### src/rtl/mips_fetch_unit.sv
// ---------------------------------------------------------------------------
// mips_fetch_unit
//
// Instruction fetch stage of the mini MIPS core. Owns the PC, reads one
// instruction word at a time over a req/ready handshake, presents it to
// decode, then waits for execute to report branch resolution before
// choosing the next PC. Only one instruction is in flight at a time.
//
// Optional feature (compile-time macro MIPS_FETCH_PREFETCH_EN):
//   While an instruction sits in RESOLVE, the word at pc+1 is read into a
//   one-entry prefetch buffer so that a not-taken resolution can issue on
//   the very next cycle. A taken resolution discards the buffer; a read
//   still outstanding at that point is drained (DRAIN state) before the
//   branch target is fetched. With the macro undefined there is no buffer,
//   no DRAIN state, and imem_req is low in RESOLVE.
//
// Ports
//   clk, rst_n          rising-edge clock, async active-low reset
//   imem_req/imem_addr  read request and word address (stable while req=1)
//   imem_ready          read complete, imem_rdata valid this cycle
//   imem_rdata          instruction word from memory
//   instr_valid         instr/instr_pc/opcode are valid to decode
//   dec_ready           decode accepts the instruction this cycle
//   instr, instr_pc     issued instruction and its PC
//   opcode              top 4 bits of instr, feeds mips_control
//   ex_done             1-cycle pulse: issued instruction finished execute
//   ex_branch_eq/_not_eq, ex_zero, ex_offset
//                       branch resolution of that instruction (offset is
//                       a signed word count relative to pc+1)
// ---------------------------------------------------------------------------
module mips_fetch_unit #(
    parameter int unsigned     PC_W     = 16,
    parameter int unsigned     INSTR_W  = 32,
    parameter logic [PC_W-1:0] RESET_PC = '0
) (
    input  logic               clk,
    input  logic               rst_n,
    output logic               imem_req,
    output logic [PC_W-1:0]    imem_addr,
    input  logic               imem_ready,
    input  logic [INSTR_W-1:0] imem_rdata,
    output logic               instr_valid,
    input  logic               dec_ready,
    output logic [INSTR_W-1:0] instr,
    output logic [PC_W-1:0]    instr_pc,
    output logic [3:0]         opcode,
    input  logic               ex_done,
    input  logic               ex_branch_eq,
    input  logic               ex_branch_not_eq,
    input  logic               ex_zero,
    input  logic [15:0]        ex_offset
);

    localparam logic [2:0] S_IDLE    = 3'd0;
    localparam logic [2:0] S_FETCH   = 3'd1;
    localparam logic [2:0] S_ISSUE   = 3'd2;
    localparam logic [2:0] S_RESOLVE = 3'd3;
`ifdef MIPS_FETCH_PREFETCH_EN
    localparam logic [2:0] S_DRAIN   = 3'd4;
`endif

    logic [2:0]      state;
    logic [PC_W-1:0] pc;

    // Next-PC arithmetic. All sums wrap modulo 2^PC_W.
    logic            taken;
    logic [PC_W-1:0] offset_ext;
    logic [PC_W-1:0] pc_inc;
    logic [PC_W-1:0] next_pc;

    assign taken      = (ex_branch_eq & ex_zero) | (ex_branch_not_eq & ~ex_zero);
    assign offset_ext = PC_W'($signed(ex_offset));
    assign pc_inc     = pc + PC_W'(1);
    assign next_pc    = taken ? (pc_inc + offset_ext) : pc_inc;

    assign instr_valid = (state == S_ISSUE);
    assign opcode      = instr[INSTR_W-1 -: 4];

`ifdef MIPS_FETCH_PREFETCH_EN
    logic               pf_valid;
    logic [INSTR_W-1:0] pf_instr;
    logic [PC_W-1:0]    drain_addr;   // address of a prefetch abandoned by a taken branch
    logic               pf_fill;      // prefetch read completes this cycle
    logic               pf_hit;       // pc+1 word available now (buffered or arriving)
    logic [INSTR_W-1:0] pf_data;

    // A read completing in the same cycle as ex_done counts as done first,
    // so it is folded into the hit path rather than treated as outstanding.
    assign pf_fill = (state == S_RESOLVE) && !pf_valid && imem_ready;
    assign pf_hit  = pf_valid || pf_fill;
    assign pf_data = pf_valid ? pf_instr : imem_rdata;
`endif

    // Memory request side is a pure function of state, so imem_req drops in
    // the same instant an async reset forces IDLE.
    always_comb begin
        // NOTE: every output gets a default before the case so no path
        // leaves a value unassigned and no latch is inferred.
        imem_req  = 1'b0;
        imem_addr = pc;
        case (state)
            S_FETCH: imem_req = 1'b1;
`ifdef MIPS_FETCH_PREFETCH_EN
            S_RESOLVE: begin
                imem_req  = !pf_valid;
                imem_addr = pc_inc;
            end
            S_DRAIN: begin
                imem_req  = 1'b1;
                imem_addr = drain_addr;
            end
`endif
            default: ;
        endcase
    end

    always_ff @(posedge clk or negedge rst_n) begin
        if (!rst_n) begin
            state    <= S_IDLE;
            pc       <= RESET_PC;
            instr    <= '0;
            instr_pc <= '0;
`ifdef MIPS_FETCH_PREFETCH_EN
            pf_valid   <= 1'b0;
            pf_instr   <= '0;
            drain_addr <= RESET_PC;
`endif
        end else begin
            // NOTE: state registers use non-blocking assignments so every
            // branch below reads the pre-edge pc/state, not a partially
            // updated value.
            case (state)
                S_IDLE: state <= S_FETCH;

                S_FETCH: begin
                    if (imem_ready) begin
                        instr    <= imem_rdata;
                        instr_pc <= pc;
                        state    <= S_ISSUE;
                    end
                end

                // Leaving ISSUE on the first dec_ready guarantees exactly one
                // accept per instruction.
                S_ISSUE: begin
                    if (dec_ready) begin
                        state <= S_RESOLVE;
                    end
                end

                S_RESOLVE: begin
`ifdef MIPS_FETCH_PREFETCH_EN
                    if (ex_done) begin
                        pc       <= next_pc;
                        pf_valid <= 1'b0;
                        if (taken) begin
                            // Buffered or just-arrived word is wrong path.
                            drain_addr <= pc_inc;
                            state      <= pf_hit ? S_FETCH : S_DRAIN;
                        end else if (pf_hit) begin
                            instr    <= pf_data;
                            instr_pc <= pc_inc;
                            state    <= S_ISSUE;
                        end else begin
                            // Outstanding read at pc+1 carries on in FETCH,
                            // whose address (the new pc) is the same word.
                            state <= S_FETCH;
                        end
                    end else if (pf_fill) begin
                        pf_valid <= 1'b1;
                        pf_instr <= imem_rdata;
                    end
`else
                    if (ex_done) begin
                        pc    <= next_pc;
                        state <= S_FETCH;
                    end
`endif
                end

`ifdef MIPS_FETCH_PREFETCH_EN
                // Hold the abandoned request until memory completes it, then
                // drop the data and fetch the branch target.
                S_DRAIN: begin
                    if (imem_ready) begin
                        state <= S_FETCH;
                    end
                end
`endif

                default: state <= S_IDLE;
            endcase
        end
    end

endmodule

### config.mk
export PLATFORM = sky130hd
export DESIGN_NAME = mips_fetch_unit
export DESIGN_NICKNAME = d
export VERILOG_FILES = /design/src/rtl/mips_fetch_unit.sv
export SDC_FILE = /design/constraint.sdc
export NUM_CORES = 1
export LEC_CHECK = 0
export ABC_AREA = 0
export BUFFER_PORTS_ARGS = -buffer_cell sky130_fd_sc_hd__buf_2
export CAP_MARGIN = 20
export CORE_MARGIN = 1
export CORE_UTILIZATION = 35
export DETAILED_ROUTE_END_ITERATION = 7
export PLACE_DENSITY = 0.69
export SETUP_SLACK_MARGIN = 0.3
export SKIP_CTS_REPAIR_TIMING = 1
export SLEW_MARGIN = 30
export SYNTH_ARGS = -nofsm -noshare
export SYNTH_HDL_FRONTEND = slang
export SYNTH_SLANG_ARGS = --single-unit
export TNS_END_PERCENT = 100
### constraint.sdc
create_clock -name clk -period 7.45 [get_ports clk]
set_clock_uncertainty 0.2 [all_clocks]
set_input_delay 0 -clock clk [delete_from_list [all_inputs] [get_ports clk]]
set_output_delay 0 -clock clk [all_outputs]
set_load 0.01 [all_outputs]
==> results.cfg, run 1 <==
[status]
status = complete, but fails checks
violations = hold timing

[timing]
fin_crit_ns = 3.71
rsz0062_at_grt = no
clock.fmax_mhz = 269
setup_viol = 0
worst_pin_slew_ns = 0.829
fin_crit_sh_pct = 49.9
slew_viol_final = 0
maxSlewHeadroom_pct = 44.7
hold_slack_ns = -0.0176
hold_viol_final = 3
setup_tns_ns = 0

[worst_setup_path]
end_kind = flip-flop
max_stage_delay_ns = 0.47
critPathTopFamily = compound AO/OA/AOI/OAI gates
required_ns = 7.50
cp_max_fo = 6
crit_type = flip-flop to flip-flop
cp_slowest_cell = dfrtp_1
r2r_end = imem_addr[15]
start_kind = flip-flop
crit_buf_inv = 0
worstRegToRegCells = 13
worstPathCellList = ha_1 > nand2_1 > nor3_1 > and4_1 > xor2_1 > ha_1 > a21o_1 > a31oi_1 > mux2i_1 > a21o_4 > a21oi_2 > a2111oi_2 > xor2_1
arrival_ns = 3.76
rrSetupSlack_ns = 3.74
r2r-start = imem_addr[0]

[final_layout]
diodes = 0
nets = 580
final_cell_mix = buf_2 (125), dfrtp_1 (66), mux2_2 (48)
area_growth_pct = 34.0
layout_commonest_cell = buf_2
fillers = 1001
drive_above_1_share_pct = 40.1

[detailed_routing]
drt-wirelength-per-cell_um = 15.4
drt-initial-drc-count = 186
routed_via_density = 5.08
dr.pass1.iters = 4
remaining_drc_errors = 0
vias = 3253
ant_nets = 0
drt_wl_total_um = 9830

[pwr]
peakVddDrop_mv = 0.185
power.share.clock_pct = 14.4
total_power_uw = 2080
p_sw_uw = 857
p_leak_uw = 0.00248
p_per_area_mw_per_mm2 = 412
seq_power_share_pct = 33.3
power.share.switching_pct = 41.2
combPwrFrac_pct = 52.3
p_int_uw = 1220

[global_route]
grt_antenna_before_repair = 0
grt_max_degree = 67
grtUsageTotal_pct = 16.9
grt_first_pass_wirelength_um = 15000
overflow = 0
grt_pass1_vias = 3068

[die]
io_pins = 126
fp-row-count = 37
die_w_um = 106
design.core.area_mm2 = 0.0104
start_util_pct = 36.4
die_y_um = 106
die-area_mm2 = 0.0112

[clock_tree]
tritoncts = yes
h-tree-depth = 3
clock-sinks = 66
cts_buffers = 9
clkTransAtPathRegs_ns = 0.07
clk_latency_ns = 0.32
clockBufferDepth = 2
cts-root-buf = clkbuf_8

[min_path]
hold_end = state[1]
holdPathStages = 4
hp-class = primary input to flip-flop
hold_start = ex_done

[synthesis]
synth.distinct_cells = 53
yosysWarnings = 0
ys_ff_latch = 66
synth_area_per_cell_um2 = 11.0
syn_area_mm2 = 0.00377
synthCells = 343
yosysSeqAreaShare_pct = 43.8
syn_nets = 424

[placement]
io_buffers = 125
hpwlAfterDp_um = 7130
place.gp.congestion = 0.858

[job]
max_cap_violations = 0
-- worst max path at each step --
stage	start	endpoint	cells past startpoint
after global placement	imem_addr[1]	imem_addr[15]	13
after floorplan	imem_addr[0]	imem_addr[15]	13
final	imem_addr[0]	imem_addr[15]	13
after CTS	imem_addr[0]	imem_addr[15]	13
after detailed placement	imem_addr[0]	imem_addr[15]	13
after global routing	imem_addr[0]	imem_addr[15]	13
-- synthesized netlist by cell type (all sizes together) --
master | n | area (um^2)
or4 | 1 | 7.51
a32oi | 1 | 8.76
nor2b | 1 | 6.26
o221ai | 1 | 8.76
a211oi | 2 | 15.0
a211o | 1 | 8.76
mux2i | 2 | 20.0
nand2b | 1 | 6.26
a21oi | 20 | 104
o31ai | 1 | 7.51
ha | 24 | 300
a21o | 12 | 97.6
nand4b | 1 | 8.76
a31oi | 6 | 37.5
or3 | 2 | 12.5
nand2 | 31 | 119
nand3 | 8 | 52.6
xor2 | 12 | 105
nor3b | 1 | 7.51
a41oi | 1 | 8.76
o32ai | 1 | 8.76
o211ai | 4 | 35.0
o22ai | 2 | 12.5
mux2 | 48 | 541
o21ai | 12 | 60.1
a2111oi | 1 | 15.0
nor3 | 4 | 31.3
inv | 6 | 22.5
fa | 1 | 20.0
nand4 | 6 | 52.6
and3 | 3 | 20.0
o21a | 1 | 7.51
buf | 6 | 46.3
a221o | 1 | 10.0
dfrtp | 66 | 1650
xnor2 | 14 | 123
clkbuf | 11 | 42.5
and4 | 3 | 28.8
nor2 | 20 | 75.1
a22oi | 3 | 22.5
and2 | 1 | 6.26
-- worst register-to-register path: cells and delay by family, from the launching register on --
family | cells | cell delay (ns)
compound gates | 5 | 0.98
xor+xnor | 2 | 0.33
fa+ha+maj | 2 | 0.57
flops | 1 | 0.47
mux | 1 | 0.27
simple gates | 3 | 0.81
-- routing by layer --
layer	share of wire (%)	up-vias	track usage [%]
met5	0	-	0
met4	2.1	0	3.47
met3	4.3	18	3.22
met2	52	91	29.3
met1	42	1593	22.0
li1	-	1551	-
-- kinds of logic (layout without fill, tap and decap cells) --
logic type,Yosys count,count (layout),synth area share [%]
mux,50,50,14.9
xor+xnor,26,26,6.03
buf+inv,23,184,2.95
fa+ha+maj,25,25,8.49
flops,66,66,43.8
simple gates,83,83,11.5
compound gates,70,70,12.4
-- registers in the layout, indices dropped and copies added (netlist names) --
register / count
instr: 32
imem_addr: 16
instr_pc: 16
state: 2
-- per-stage QoR --
stage	std cells	cell area, um^2	worst slack [ns]	util (%)
floorplan	343	3770	4.14	-
global placement	589	4500	3.90	43.4
detailed placement	589	4500	3.75	43.4
CTS	605	4710	3.73	45.4
global route	640	5060	3.51	48.8
finish	640	5060	3.74	48.8
-- cell type report --
class                   instances  area (um^2)  share of cell area (%)
multi-input cells             254         2020                    39.9
flip-flops and latches         66         1650                    32.7
repair buffers                162          991                    19.6
well taps                     136          170                    3.36
clock buffers                  11          151                    2.99
clock inverters                 5         52.6                    1.04
inverters                       6         22.5                   0.445
-- power groups by stage --
stage               sequential [uW]  clock, uW  combinational [uW]
finish                          693        300                1090
global route                    719        327                1200
CTS                             691        310                1080
detailed placement              697          0                1070
global placement                681          0                1050
floorplan                       745          0                 672
Note: power is estimated with default switching activity, not from simulation.
==> inputs of run 2 (changes only) <==
==> constraint.sdc (replaced) <==
create_clock -name clk -period 3.6 [get_ports clk]
set_clock_uncertainty 0.2 [all_clocks]
set_input_delay 0 -clock clk [delete_from_list [all_inputs] [get_ports clk]]
set_output_delay 0 -clock clk [all_outputs]
set_load 0.01 [all_outputs]
==> run 2 against run 1 <==
The run still ends with hold timing left; sequential power grew 100%; first-iteration DRC count shrank 18%; wire length grew 3.2%; total power grew 120%; largest power group unchanged.
==> results.cfg, run 2 (synthesis results as in run 1) <==
[die]
fp-row-count = 37
design.core.area_mm2 = 0.0104
die-area_mm2 = 0.0112
die_y_um = 106
io_pins = 126
die_w_um = 106
start_util_pct = 36.4

[pwr]
p_per_area_mw_per_mm2 = 850
p_int_uw = 2640
seq_power_share_pct = 31.7
peakVddDrop_mv = 0.346
p_sw_uw = 1850
power.share.clock_pct = 13.6
p_leak_uw = 0.00258
power.share.switching_pct = 41.2
combPwrFrac_pct = 54.7

[global_route]
grt_antenna_before_repair = 0
grtUsageTotal_pct = 16.8
overflow = 0
grt_busiest_layer = met2
grt_use_met2_pct = 30.4
grt_first_pass_wirelength_um = 14800
grt_max_degree = 50
use_met3_pct = 4.02
grt_use_met1_pct = 20.4
grt_pass1_vias = 3069

[timing]
hold_slack_ns = -0.0441
fin_crit_ns = 3.23
setup_viol = 0
worst_pin_slew_ns = 0.628
fin_crit_sh_pct = 89.7
rsz0062_at_grt = no
setup_tns_ns = 0
maxSlewHeadroom_pct = 58.1
slew_viol_final = 0
hold_viol_final = 10
clock.fmax_mhz = 310

[final_layout]
nets = 595
finalNonFillerCells = 655
regMostFlops = instr
final_core_util_pct = 50.9
area_growth_pct = 40.0
fin_area_mm2 = 0.00528
drive_above_1_share_pct = 45.5
largest_reg_flops = 32
diodes = 0
layout_commonest_cell = buf_2
final_cell_mix = buf_2 (124), dfrtp_1 (60), mux2_2 (48)

[status]
status = complete, but fails checks
violations = hold timing

[min_path]
hp-class = primary input to flip-flop

[detailed_routing]
remaining_drc_errors = 0
vias = 3305
dr.pass1.iters = 4
ant_nets = 0
drt_wl_total_um = 10100
routed_via_density = 5.05
drt-initial-drc-count = 152
drt-wirelength-per-cell_um = 15.5

[clock_tree]
clockBufferDepth = 2
cts_buffers = 9
h-tree-depth = 3
clkTransAtPathRegs_ns = 0.08
tritoncts = yes
clock-sinks = 66
clk_latency_ns = 0.34
cts-root-buf = clkbuf_8

[placement]
place_inst = 592
place.gp.congestion = 0.884
hpwlAfterDp_um = 7120
io_buffers = 125
postPlaceCellArea_mm2 = 0.00453

[worst_setup_path]
end_kind = flip-flop
arrival_ns = 3.29
required_ns = 3.66
crit_type = flip-flop to flip-flop
cp_max_fo = 5
start_kind = flip-flop

[job]
max_cap_violations = 0
run 2: final timing paths:
| kind | from | end | slack, ns | depth (start not counted) |
|---|---|---|---|---|
| worst max-delay path | imem_addr[1] | imem_addr[15] | 0.37 | 13 |
| worst min-delay path | ex_done | state[0] | -0.04 | 4 |
| worst max register to register | imem_addr[1] | imem_addr[15] | 0.37 | 13 |
| worst min register to register | instr_pc[0] | instr_pc[0] | 0.30 | 2 |
| max in group asynchronous | rst_n | imem_addr[13] | 2.48 | 3 |
| min in group asynchronous | rst_n | instr_pc[0] | 0 | 2 |
run 2: cell type report:
type / instances / area (um^2)
Tap cell: 136 / 170
Clock inverter: 5 / 53.8
Sequential cell: 66 / 1660
Inverter: 6 / 22.5
Clock buffer: 11 / 141
Fill cell: 959 / 5090
Timing Repair Buffer: 177 / 1110
Multi-Input combinational cell: 254 / 2130
run 2: power by group through the flow:
| stage | Combinational (uW) | Clock (uW) | Sequential [uW] |
|---|---|---|---|
| after floorplan | 1390 | 0 | 1540 |
| after global placement | 2220 | 0 | 1390 |
| after detailed placement | 2260 | 0 | 1420 |
| after CTS | 2270 | 628 | 1410 |
| after global routing | 2690 | 667 | 1470 |
| final | 2460 | 610 | 1420 |
run 2: per-stage QoR:
step                      total power [uW]  setup WS (ns)
final                                 4490          0.370
after detailed placement              3680          0.111
after floorplan                       2930          0.354
after CTS                             4310         0.0757
after global routing                  4830          0.232
after global placement                3610          0.191
run 2: worst max-delay path, cell delays in order (launching register included):
cell	delay [ns]
dfrtp_2	0.42
ha_4	0.16
nand2_2	0.09
nor3_4	0.27
nand3_2	0.13
xnor2_2	0.21
ha_2	0.35
a21o_1	0.22
a31oi_4	0.18
mux2i_1	0.25
a21o_4	0.14
a21oi_2	0.04
a2111oi_4	0.29
xor2_1	0.17
run 2: per-layer routing:
layer  share of wire, %  wire, um
met2                 55      5540
met1                 40      4080
met4                1.0       103
met3                4.2       423
met5                  0         0
==> inputs of run 3 (changes only) <==
--- a/config.mk
+++ b/config.mk
@@ -9,9 +9,9 @@
 export BUFFER_PORTS_ARGS = -buffer_cell sky130_fd_sc_hd__buf_2
 export CAP_MARGIN = 20
 export CORE_MARGIN = 1
-export CORE_UTILIZATION = 35
+export CORE_UTILIZATION = 40
 export DETAILED_ROUTE_END_ITERATION = 7
-export PLACE_DENSITY = 0.69
+export PLACE_DENSITY = 0.76
 export SETUP_SLACK_MARGIN = 0.3
 export SKIP_CTS_REPAIR_TIMING = 1
 export SLEW_MARGIN = 30
==> run 3 against run 2 <==
The flow still finishes with violations (hold timing); global-route usage grew 1.7 points; critical path depth rose by 1; combinational power grew 4%; maximum frequency down 0.71%; sequential power is essentially flat; clock power grew 26%; critical endpoint unchanged; largest cell class unchanged.
==> results.cfg, run 3 (synthesis results as in run 1) <==
[status]
status = complete, but fails checks
violations = hold timing

[detailed_routing]
routed_via_density = 5.32
ant_nets = 0
dr.pass1.iters = 4
drt-initial-drc-count = 200
drt_wl_total_um = 10200
drt-wirelength-per-cell_um = 16.1
remaining_drc_errors = 0
vias = 3370

[global_route]
grt_antenna_before_repair = 0
grt_max_degree = 50
grt_use_met2_pct = 31.4
grt_first_pass_wirelength_um = 14300
use_met3_pct = 3.02
overflow = 0
grt_busiest_layer = met2
grt_pass1_vias = 3026
grt_use_met1_pct = 23.2
grtUsageTotal_pct = 18.5

[clock_tree]
h-tree-depth = 3
cts_buffers = 9
clk_latency_ns = 0.35
clock-sinks = 66
clkTransAtPathRegs_ns = 0.08
cts-root-buf = clkbuf_8
clockBufferDepth = 2
tritoncts = yes

[timing]
hold_viol_final = 15
setup_viol = 0
rsz0062_at_grt = no
slew_viol_final = 0
clock.fmax_mhz = 307
maxSlewHeadroom_pct = 58.4
fin_crit_sh_pct = 90.4
fin_crit_ns = 3.25
worst_pin_slew_ns = 0.623
hold_slack_ns = -0.00887
setup_tns_ns = 0

[final_layout]
drive_above_1_share_pct = 45.1
final_cell_mix = buf_2 (124), dfrtp_1 (60), mux2_2 (48)
nets = 599
regMostFlops = instr
fillers = 727
largest_reg_flops = 32
final_core_util_pct = 58.8
layout_commonest_cell = buf_2
diodes = 0
area_growth_pct = 43.2

[placement]
hpwlAfterDp_um = 6740
io_buffers = 125
place.gp.congestion = 0.859

[worst_setup_path]
crit_top_cell = ha_4
required_ns = 3.67
worstRegToRegCells = 14
arrival_ns = 3.33
worstPathCellList = ha_4 > nand2_2 > nor3_4 > buf_4 > nand3_1 > xnor2_2 > ha_4 > a21o_1 > a31oi_4 > mux2i_1 > a21o_4 > a21oi_2 > a2111oi_4 > xor2_1
crit_cells = 14
start_kind = flip-flop
critPathTopFamily = compound AO/OA/AOI/OAI gates
cp_max_fo = 5
cp_slowest_cell = dfrtp_2
r2r-start = imem_addr[0]
critPathLaunch = imem_addr[0]
crit_type = flip-flop to flip-flop
max_stage_delay_ns = 0.40
end_kind = flip-flop
crit_buf_inv = 1

[die]
die_w_um = 99.1
start_util_pct = 41.0
io_pins = 126
die-area_mm2 = 0.00983
die_y_um = 99.1
design.core.area_mm2 = 0.00920
fp-row-count = 35

[pwr]
peakVddDrop_mv = 0.317
p_per_area_mw_per_mm2 = 875
p_leak_uw = 0.00262

[job]
max_cap_violations = 0

[min_path]
hp-class = primary input to async pin
run 3: cell count changes in the layout (fill, tap and decap cells not counted), sizes merged:
cell	previous run	this run
buf	141	139
bufinv	1	3
clkbuf	11	9
clkinv	4	3
dlygate4sd3	36	42
inv	6	7
run 3: layout make-up:
type / count / area (um^2) / area share, %
inverter: 6 / 22.5 / 0.417
sequential: 66 / 1660 / 30.7
multi-input combinational: 254 / 2180 / 40.4
clock buffer: 9 / 124 / 2.29
clock inverter: 7 / 125 / 2.32
timing repair buffer: 181 / 1150 / 21.3
tap: 111 / 139 / 2.57
run 3: stage by stage:
stage / instance area (um^2) / cells / total power, uW / worst slack, ns / hold WS (ns)
6_report: 5400 / 634 / 4730 / 0.346 / -0.00887
5_1_grt: 5400 / 634 / 5040 / 0.243 / 0.00621
4_1_cts: 4750 / 583 / 4450 / 0.0499 / -0.358
3_5_place_dp: 4500 / 567 / 3660 / 0.0877 / 0.0211
3_3_place_gp: 4490 / 567 / 3570 / 0.227 / -0.000687
2_1_floorplan: 3780 / 343 / 2930 / 0.354 / -0.496
run 3: path summary, 6_finish.rpt:
| kind | to | slack, ns |
|---|---|---|
| setup / recovery | imem_addr[15] | 0.35 |
| hold / removal | instr[28] | -0.009 |
| setup reg to reg | imem_addr[15] | 0.35 |
| hold reg to reg | instr_pc[6] | 0.30 |
| max in group asynchronous | imem_addr[6] | 2.49 |
| min in group clk | imem_addr[1] | -0.01 |
run 3: metal layers:
layer	wire (um)	share of wire [%]
met1	4340	42
met2	5140	50
met3	484	4.7
met4	267	2.6
met5	0	0
run 3: worst register-to-register path, cell delays in order (launching register included):
cell	delay (ns)
dfrtp_2	0.40
ha_4	0.16
nand2_2	0.09
nor3_4	0.21
buf_4	0.14
nand3_1	0.14
xnor2_2	0.29
ha_4	0.26
a21o_1	0.20
a31oi_4	0.18
mux2i_1	0.27
a21o_4	0.15
a21oi_2	0.04
a2111oi_4	0.30
xor2_1	0.17
run 3: power by group:
part	internal, uW	switching [uW]	total [uW]
sequential	1110	304	1420
combinational	1230	1310	2550
clock	466	301	766
